==> src/rtl/jtag_pkg.sv <==
// Shared types and constants for the JTAG scan master: TAP-shadow states,
// op encodings and the length of the post-reset TLR->RTI walk.
package jtag_pkg;

  typedef enum logic [2:0] {
    ST_RTI     = 3'd0,
    ST_SEL_DR  = 3'd1,
    ST_SEL_IR  = 3'd2,
    ST_CAPTURE = 3'd3,
    ST_SHIFT   = 3'd4,
    ST_EXIT1   = 3'd5,
    ST_UPDATE  = 3'd6,
    ST_DONE    = 3'd7
  } tap_state_e;

  localparam logic OP_DR = 1'b0;
  localparam logic OP_IR = 1'b1;

  // Five TMS=1 edges reach Test-Logic-Reset from anywhere, one TMS=0 edge lands in RTI.
  localparam int RST_SEQ_LEN = 6;

endpackage

==> src/rtl/jtag_scan_master_if.sv <==
// Host-side request/response bundle of the JTAG scan master.
interface jtag_scan_master_if #(
  parameter int DR_MAX = 211
);
  localparam int LEN_W = $clog2(DR_MAX + 1);

  logic              start;
  logic              op;
  logic [LEN_W-1:0]  len;
  logic [DR_MAX-1:0] din;
  logic [DR_MAX-1:0] dout;
  logic              busy;
  logic              done;
  logic              err;

  modport master (output start, op, len, din, input dout, busy, done, err);
  modport slave  (input start, op, len, din, output dout, busy, done, err);
endinterface

==> src/rtl/jtag_tck_gen.sv <==
// TCLK divider: one TCLK half-period per TCK_DIV CK cycles while en is high;
// rise/fall are one-CK strobes in the cycle before TCLK changes.
module jtag_tck_gen #(
  parameter int TCK_DIV = 5
) (
  input  logic CK,
  input  logic TRST,
  input  logic en,
  output logic tclk,
  output logic rise,
  output logic fall
);
  localparam int CW = (TCK_DIV > 1) ? $clog2(TCK_DIV) : 1;
  localparam logic [CW-1:0] CNT_MAX = CW'(TCK_DIV - 1);

  logic [CW-1:0] cnt;
  logic          wrap;

  assign wrap = en && (cnt == CNT_MAX);
  assign rise = wrap && !tclk;
  assign fall = wrap &&  tclk;

  // Dropping en parks TCLK low and restarts the half-period from zero.
  always_ff @(posedge CK or negedge TRST) begin
    if (!TRST) begin
      cnt  <= '0;
      tclk <= 1'b0;
    end else if (!en) begin
      cnt  <= '0;
      tclk <= 1'b0;
    end else if (wrap) begin
      cnt  <= '0;
      tclk <= ~tclk;
    end else begin
      cnt  <= cnt + 1'b1;
    end
  end

endmodule

==> src/rtl/jtag_scan_master.sv <==
// JTAG scan master: runs one DR or IR scan per accepted start through a TAP-shadow FSM.
// Optional JTAG_MASTER_RESET_SEQ_EN walks the target TAP to RTI after TRST release.
module jtag_scan_master
  import jtag_pkg::*;
#(
  parameter int IR_W    = 2,
  parameter int DR_MAX  = 211,
  parameter int TCK_DIV = 5
) (
  input  logic              CK,
  input  logic              TRST,
  jtag_scan_master_if.slave req,
  output logic              TCLK,
  output logic              TMS,
  output logic              TDI,
  input  logic              TDO
);
  localparam int LEN_W = $clog2(DR_MAX + 1);

`ifdef JTAG_MASTER_RESET_SEQ_EN
  localparam logic SEQ_AT_RESET = 1'b1;
`else
  localparam logic SEQ_AT_RESET = 1'b0;
`endif

  tap_state_e        state;
  logic              busy, done, err;
  logic              tms, tdi;
  logic              is_ir;
  logic [LEN_W-1:0]  nbits, bit_cnt;
  logic [DR_MAX-1:0] din_q, dout_q;
  logic              seq, seq_pend;
  logic [2:0]        seq_cnt;

  logic rise, fall, tck_en;
  logic accept, bad_len, last_bit;

  assign tck_en   = busy && (state != ST_DONE);
  assign accept   = req.start && !busy && !done;
  assign bad_len  = (req.op == OP_DR) &&
                    ((req.len == '0) || (req.len > LEN_W'(DR_MAX)));
  assign last_bit = (bit_cnt == nbits - 1'b1);

  jtag_tck_gen #(.TCK_DIV(TCK_DIV)) u_tck (
    .CK   (CK),
    .TRST (TRST),
    .en   (tck_en),
    .tclk (TCLK),
    .rise (rise),
    .fall (fall)
  );

  assign TMS      = tms;
  assign TDI      = tdi;
  assign req.dout = dout_q;
  assign req.busy = busy;
  assign req.done = done;
  assign req.err  = err;

  always_ff @(posedge CK or negedge TRST) begin
    if (!TRST) begin
      state    <= ST_RTI;
      busy     <= 1'b0;
      done     <= 1'b0;
      err      <= 1'b0;
      tms      <= 1'b1;
      tdi      <= 1'b0;
      is_ir    <= 1'b0;
      nbits    <= '0;
      bit_cnt  <= '0;
      din_q    <= '0;
      dout_q   <= '0;
      seq      <= 1'b0;
      seq_pend <= SEQ_AT_RESET;
      seq_cnt  <= '0;
    end else begin
      done <= 1'b0;
      err  <= 1'b0;
      if (seq_pend) begin
        seq_pend <= 1'b0;
        seq      <= 1'b1;
        busy     <= 1'b1;
        seq_cnt  <= '0;
      end else if (!busy) begin
        if (accept && bad_len) begin
          done <= 1'b1;
          err  <= 1'b1;
        end else if (accept) begin
          busy    <= 1'b1;
          is_ir   <= req.op;
          nbits   <= (req.op == OP_IR) ? LEN_W'(IR_W) : req.len;
          bit_cnt <= '0;
          din_q   <= req.din;
          dout_q  <= '0;
          tms     <= 1'b1;
        end
      end else if (state == ST_DONE) begin
        // Target already sits in RTI; a reset walk finishes silently.
        busy  <= 1'b0;
        state <= ST_RTI;
        tms   <= 1'b1;
        tdi   <= 1'b0;
        seq   <= 1'b0;
        done  <= !seq;
      end else if (rise) begin
        case (state)
          ST_RTI: begin
            if (seq) begin
              seq_cnt <= seq_cnt + 1'b1;
              if (seq_cnt == 3'(RST_SEQ_LEN - 1)) state <= ST_DONE;
            end else begin
              state <= ST_SEL_DR;
            end
          end
          ST_SEL_DR:  state <= tms ? ST_SEL_IR : ST_CAPTURE;
          ST_SEL_IR:  state <= ST_CAPTURE;
          ST_CAPTURE: state <= ST_SHIFT;
          ST_SHIFT: begin
            dout_q[bit_cnt] <= TDO;
            bit_cnt         <= bit_cnt + 1'b1;
            if (tms) state <= ST_EXIT1;
          end
          ST_EXIT1:   state <= ST_UPDATE;
          ST_UPDATE:  state <= ST_DONE;
          default:    state <= ST_RTI;
        endcase
      end else if (fall) begin
        // TMS/TDI set here are what the target samples on the next rising edge.
        tdi <= 1'b0;
        case (state)
          ST_RTI:    tms <= seq ? (seq_cnt < 3'(RST_SEQ_LEN - 1)) : 1'b1;
          ST_SEL_DR: tms <= is_ir;
          ST_SHIFT: begin
            tdi <= din_q[bit_cnt];
            tms <= last_bit;
          end
          ST_EXIT1:  tms <= 1'b1;
          default:   tms <= 1'b0;
        endcase
      end
    end
  end

endmodule

==> src/flat_wrapper.sv <==
// flat-port wrapper written by rule: the top's interface ports become plain ports
module jtag_scan_master_flat import jtag_pkg::*;
#(
  parameter int IR_W    = 2,
  parameter int DR_MAX  = 211,
  parameter int TCK_DIV = 5
)
  (CK, TRST, TCLK, TMS, TDI, TDO, req_start, req_op, req_len, req_din, req_dout, req_busy, req_done, req_err);
  jtag_scan_master_if #(.DR_MAX(DR_MAX)) req_i ();
  input  logic CK;
  input  logic TRST;
  output logic TCLK;
  output logic TMS;
  output logic TDI;
  input  logic TDO;
  input wire logic [$bits(req_i.start)-1:0] req_start;
  input wire logic [$bits(req_i.op)-1:0] req_op;
  input wire logic [$bits(req_i.len)-1:0] req_len;
  input wire logic [$bits(req_i.din)-1:0] req_din;
  output wire logic [$bits(req_i.dout)-1:0] req_dout;
  output wire logic [$bits(req_i.busy)-1:0] req_busy;
  output wire logic [$bits(req_i.done)-1:0] req_done;
  output wire logic [$bits(req_i.err)-1:0] req_err;
  assign req_i.start = req_start;
  assign req_i.op = req_op;
  assign req_i.len = req_len;
  assign req_i.din = req_din;
  assign req_dout = req_i.dout;
  assign req_busy = req_i.busy;
  assign req_done = req_i.done;
  assign req_err = req_i.err;
  jtag_scan_master #(.IR_W(IR_W), .DR_MAX(DR_MAX), .TCK_DIV(TCK_DIV)) u_core (.CK(CK), .TRST(TRST), .req(req_i), .TCLK(TCLK), .TMS(TMS), .TDI(TDI), .TDO(TDO));
endmodule
==> config.mk <==
export PLATFORM = sky130hd
export DESIGN_NAME = jtag_scan_master_flat
export DESIGN_NICKNAME = d
export VERILOG_FILES = /design/src/rtl/jtag_pkg.sv /design/src/rtl/jtag_scan_master_if.sv /design/src/rtl/jtag_tck_gen.sv /design/src/rtl/jtag_scan_master.sv /design/src/flat_wrapper.sv
export SDC_FILE = /design/constraint.sdc
export NUM_CORES = 1
export LEC_CHECK = 0
export BUFFER_PORTS_ARGS = -buffer_cell sky130_fd_sc_hd__buf_4
export CORE_MARGIN = 5
export CORE_UTILIZATION = 25
export CTS_CLUSTER_DIAMETER = 200
export DETAILED_ROUTE_END_ITERATION = 6
export SLEW_MARGIN = 40
export SYNTH_ARGS = -nofsm -noshare
export SYNTH_HDL_FRONTEND = slang
export SYNTH_SLANG_ARGS = --single-unit
==> constraint.sdc <==
create_clock -name CK -period 2.6 [get_ports CK]
set_clock_uncertainty 0.1 [all_clocks]
set_input_delay 0.26 -clock CK [delete_from_list [all_inputs] [get_ports CK]]
set_output_delay 0.26 -clock CK [all_outputs]
set_load 0.02 [all_outputs]
==> impl_metrics.ini <==
[synthesis]
synth_commonest_cells = nand2_1 (736), dfrtp_1 (450), nand4_1 (197), a21oi_1 (171), o31ai_1 (159)
synth_fp_nets = 2539
yosys-top-cells-area = dfrtp_1 (52%), nand2_1 (13%), nand4_1 (5.7%)
synth_top_area_frac = 0.522
synth-seq-cells = 451
synth_most_common_cell = nand2_1
ys_seq_area_frac = 0.523
async_flop_share = 1.00
yosys.cell_types.count = 55
syn_avg_cell_area_sq_um = 9.35
ys_warn_count = 0
synth_top_flop_cell = dfrtp_1
synth_area_sq_um = 21600
yosysTopAreaCell = dfrtp_1
synth_edf_count = 0
synthCells = 2308

[placement]
place_ws_ns = -0.203
post_dp_cell_area_sq_um = 27400
finalWeightedCongestion = 0.794
portBuffers = 440
post-dp-hpwl_mm = 63.0

[min_path]
min_path_type = input port to flop
hold_end = u_core.is_ir
worstHoldPathCells = 3
hp-start = req_start

[floorplanning]
dieArea_sq_um = 92300
core_sq_um = 85400
num_io_pins = 441
start_util = 0.253
die_h_um = 304
die_w_um = 304
rows = 107

[global_route]
overflow = 0
grt_pass1_wl_mm = 137
grt_usage = 0.189
grt_pass1_vias = 21400
antenna_found_initial = 5
grt_max_degree = 90

[clocking]
clk_pin_slew_ns = 0.06
root_buffer = clkbuf_16
cts_buffer_depth = 3
cts_tree = yes
numCtsBuffers = 55
cts.sinks = 451
clk_latency_ns = 0.60
htreeDepth = 2

[route]
vias = 21200
drt_iter0_markers = 1549
wl_per_cell_um = 22.4
finalWirelength_mm = 93.6
viasPerCell = 5.07
detail_route.first_pass.iterations = 5
drc_errors = 0
antenna_left = 0

[power]
switching_share = 0.224
p_int_mw = 12.2
powerDensity_nw_per_um2 = 494
vdd_ir_drop_max_mv = 0.430
p_leak_nw = 15.4
p_sw_mw = 3.54
clockPowerShare = 0.501
seqPwrFrac = 0.445
combinationalPowerShare = 0.054

[timing]
hold_slack_ns = 0.0796
slew_viol_final = 0
setup_ws_ns = 0.0555
finalCriticalPeriod_ns = 2.54
setup_viol = 0
max_slew.worst_pin.slew_ns = 0.883
finalHoldViolations = 0
finalCritPeriodShare = 0.979
setup_tns_ns = 0
max_freq_ghz = 0.393
slew_headroom = 0.411

[worst_setup_path]
reg2reg_from = u_core.bit_cnt[0]
r2r.worst_path.cells = 7
timing_worst_setup_path_type = input port to flop
cp-start-kind = input port
reg2reg_slack_ns = 0.11
end_kind = flop
setup.worst_path.start = req_len[1]
crit_fanout = 41
r2r-end = u_core.TDI
cp.required_ns = 2.98
cp_data_arrival_time_ns = 2.92

[layout]
n_fill_cell = 8465
nNetsFinal = 3225
stdcell_area_sq_um = 31900
syn_to_final_growth_pct = 47.8
drive_above_1_share = 0.268

[outcome]
status = finished, final reports clean

[run]
maxCapViolations = 0
final cells by class:
class                   instances  area (sq um)  area share
diodes                          5          12.5    0.000392
clock buffers                  78          1580      0.0496
clock inverters                20           265     0.00831
inverters                      16          60.1     0.00188
multi-input cells            1607          9410       0.295
flip-flops and latches        451         11300       0.354
well taps                    1144          1430      0.0449
repair buffers                863          7840       0.246
sequential cells by signal (all words and copies together) (netlist names):
name	count
u_core.bit_cnt	8
u_core.state	3
u_core.req.err	1
u_core.din_q	211
u_core.u_tck.cnt	3
u_core.is_ir	1
u_core.nbits	8
u_core.u_tck.tclk	1
u_core.TMS	1
u_core.TDI	1
u_core.req.busy	1
u_core.req.dout	211
u_core.req.done	1
cells in the final DEF, fill, tap and decap left out, drive strengths merged, types with 7 or more instances in the layout:
cell,count
a22oi,12
dfrtp,450
clkbuf,85
nand3b,9
o21ai,19
clkinv,8
a31oi,8
and2,11
nand3,34
dlygate4sd3,223
nor2,25
nor2b,10
ha,7
a21oi,172
inv,19
and3,11
mux4,47
nor3,19
o41ai,7
nand4,197
nand2,737
o31ai,159
nand2b,7
mux2i,65
buf,633
critical path: stages:
cell           delay [ns]
dlygate4sd3_1        0.55
buf_4                0.15
or3_1                0.37
or4_4                0.44
a21oi_4              0.19
buf_12               0.15
nand2b_4             0.19
buf_16               0.21
buf_12               0.24
o21ai_0              0.12
worst max-delay path by stage:
| stage | slack [ns] | end | depth (start not counted) |
|---|---|---|---|
| 2_1_floorplan | 0.03 | u_core.req.dout[142] | 11 |
| 3_3_place_gp | -0.16 | u_core.nbits[6] | 9 |
| 3_5_place_dp | -0.20 | u_core.req.dout[2] | 8 |
| 4_1_cts | 0.007 | u_core.din_q[165] | 11 |
| 5_1_grt | -0.03 | u_core.req.dout[2] | 10 |
| 6_report | 0.06 | u_core.nbits[6] | 10 |
metal layers:
layer	GRT usage	vias up	wire length, um
met3	0.0383	164	6790
met2	0.315	956	45100
met1	0.250	10600	38900
li1	-	9529	-
met5	0	-	0
met4	0.0565	0	2830
power groups by stage:
stage                     Clock (mW)  Combinational (mW)  Sequential [mW]
after floorplan                    0              0.0580             7.15
after global placement             0               0.567             7.15
after global routing            8.36               0.914             7.02
after CTS                       8.09               0.837             7.02
final                           7.90               0.846             7.02
after detailed placement           0               0.566             7.15
cells by family after synthesis:
kind of cell / count (synthesis) / share of synthesized area
DFF: 451 / 0.523
xor gates and xnor gates: 9 / 0.00365
muxes: 114 / 0.0802
adders and majority gates: 7 / 0.00406
and+or+nand+nor: 1074 / 0.221
buffers and inverters: 250 / 0.0479
AOI/OAI and AO/OA: 403 / 0.120
metrics by stage:
stage,cells,utilization,power [mW]
after floorplan,2308,-,7.21
after detailed placement,3832,0.320,7.72
after CTS,4158,0.368,15.9
final,4184,0.374,15.8
after global routing,4184,0.374,16.3
after global placement,3832,0.320,7.72
timing repair:
| item | CTS | global route |
|---|---|---|
| gates resized for setup | 0 | 18 |
| endpoints found under the hold margin | 572 | 0 |
| gates cloned | 0 | 7 |
| pin swaps | 0 | 4 |
| setup endpoints to repair | 1 | 325 |
| hold buffers | 223 | 0 |
| buffers inserted | 5 | 14 |
No activity file was read; power rests on OpenSTA's default activity.
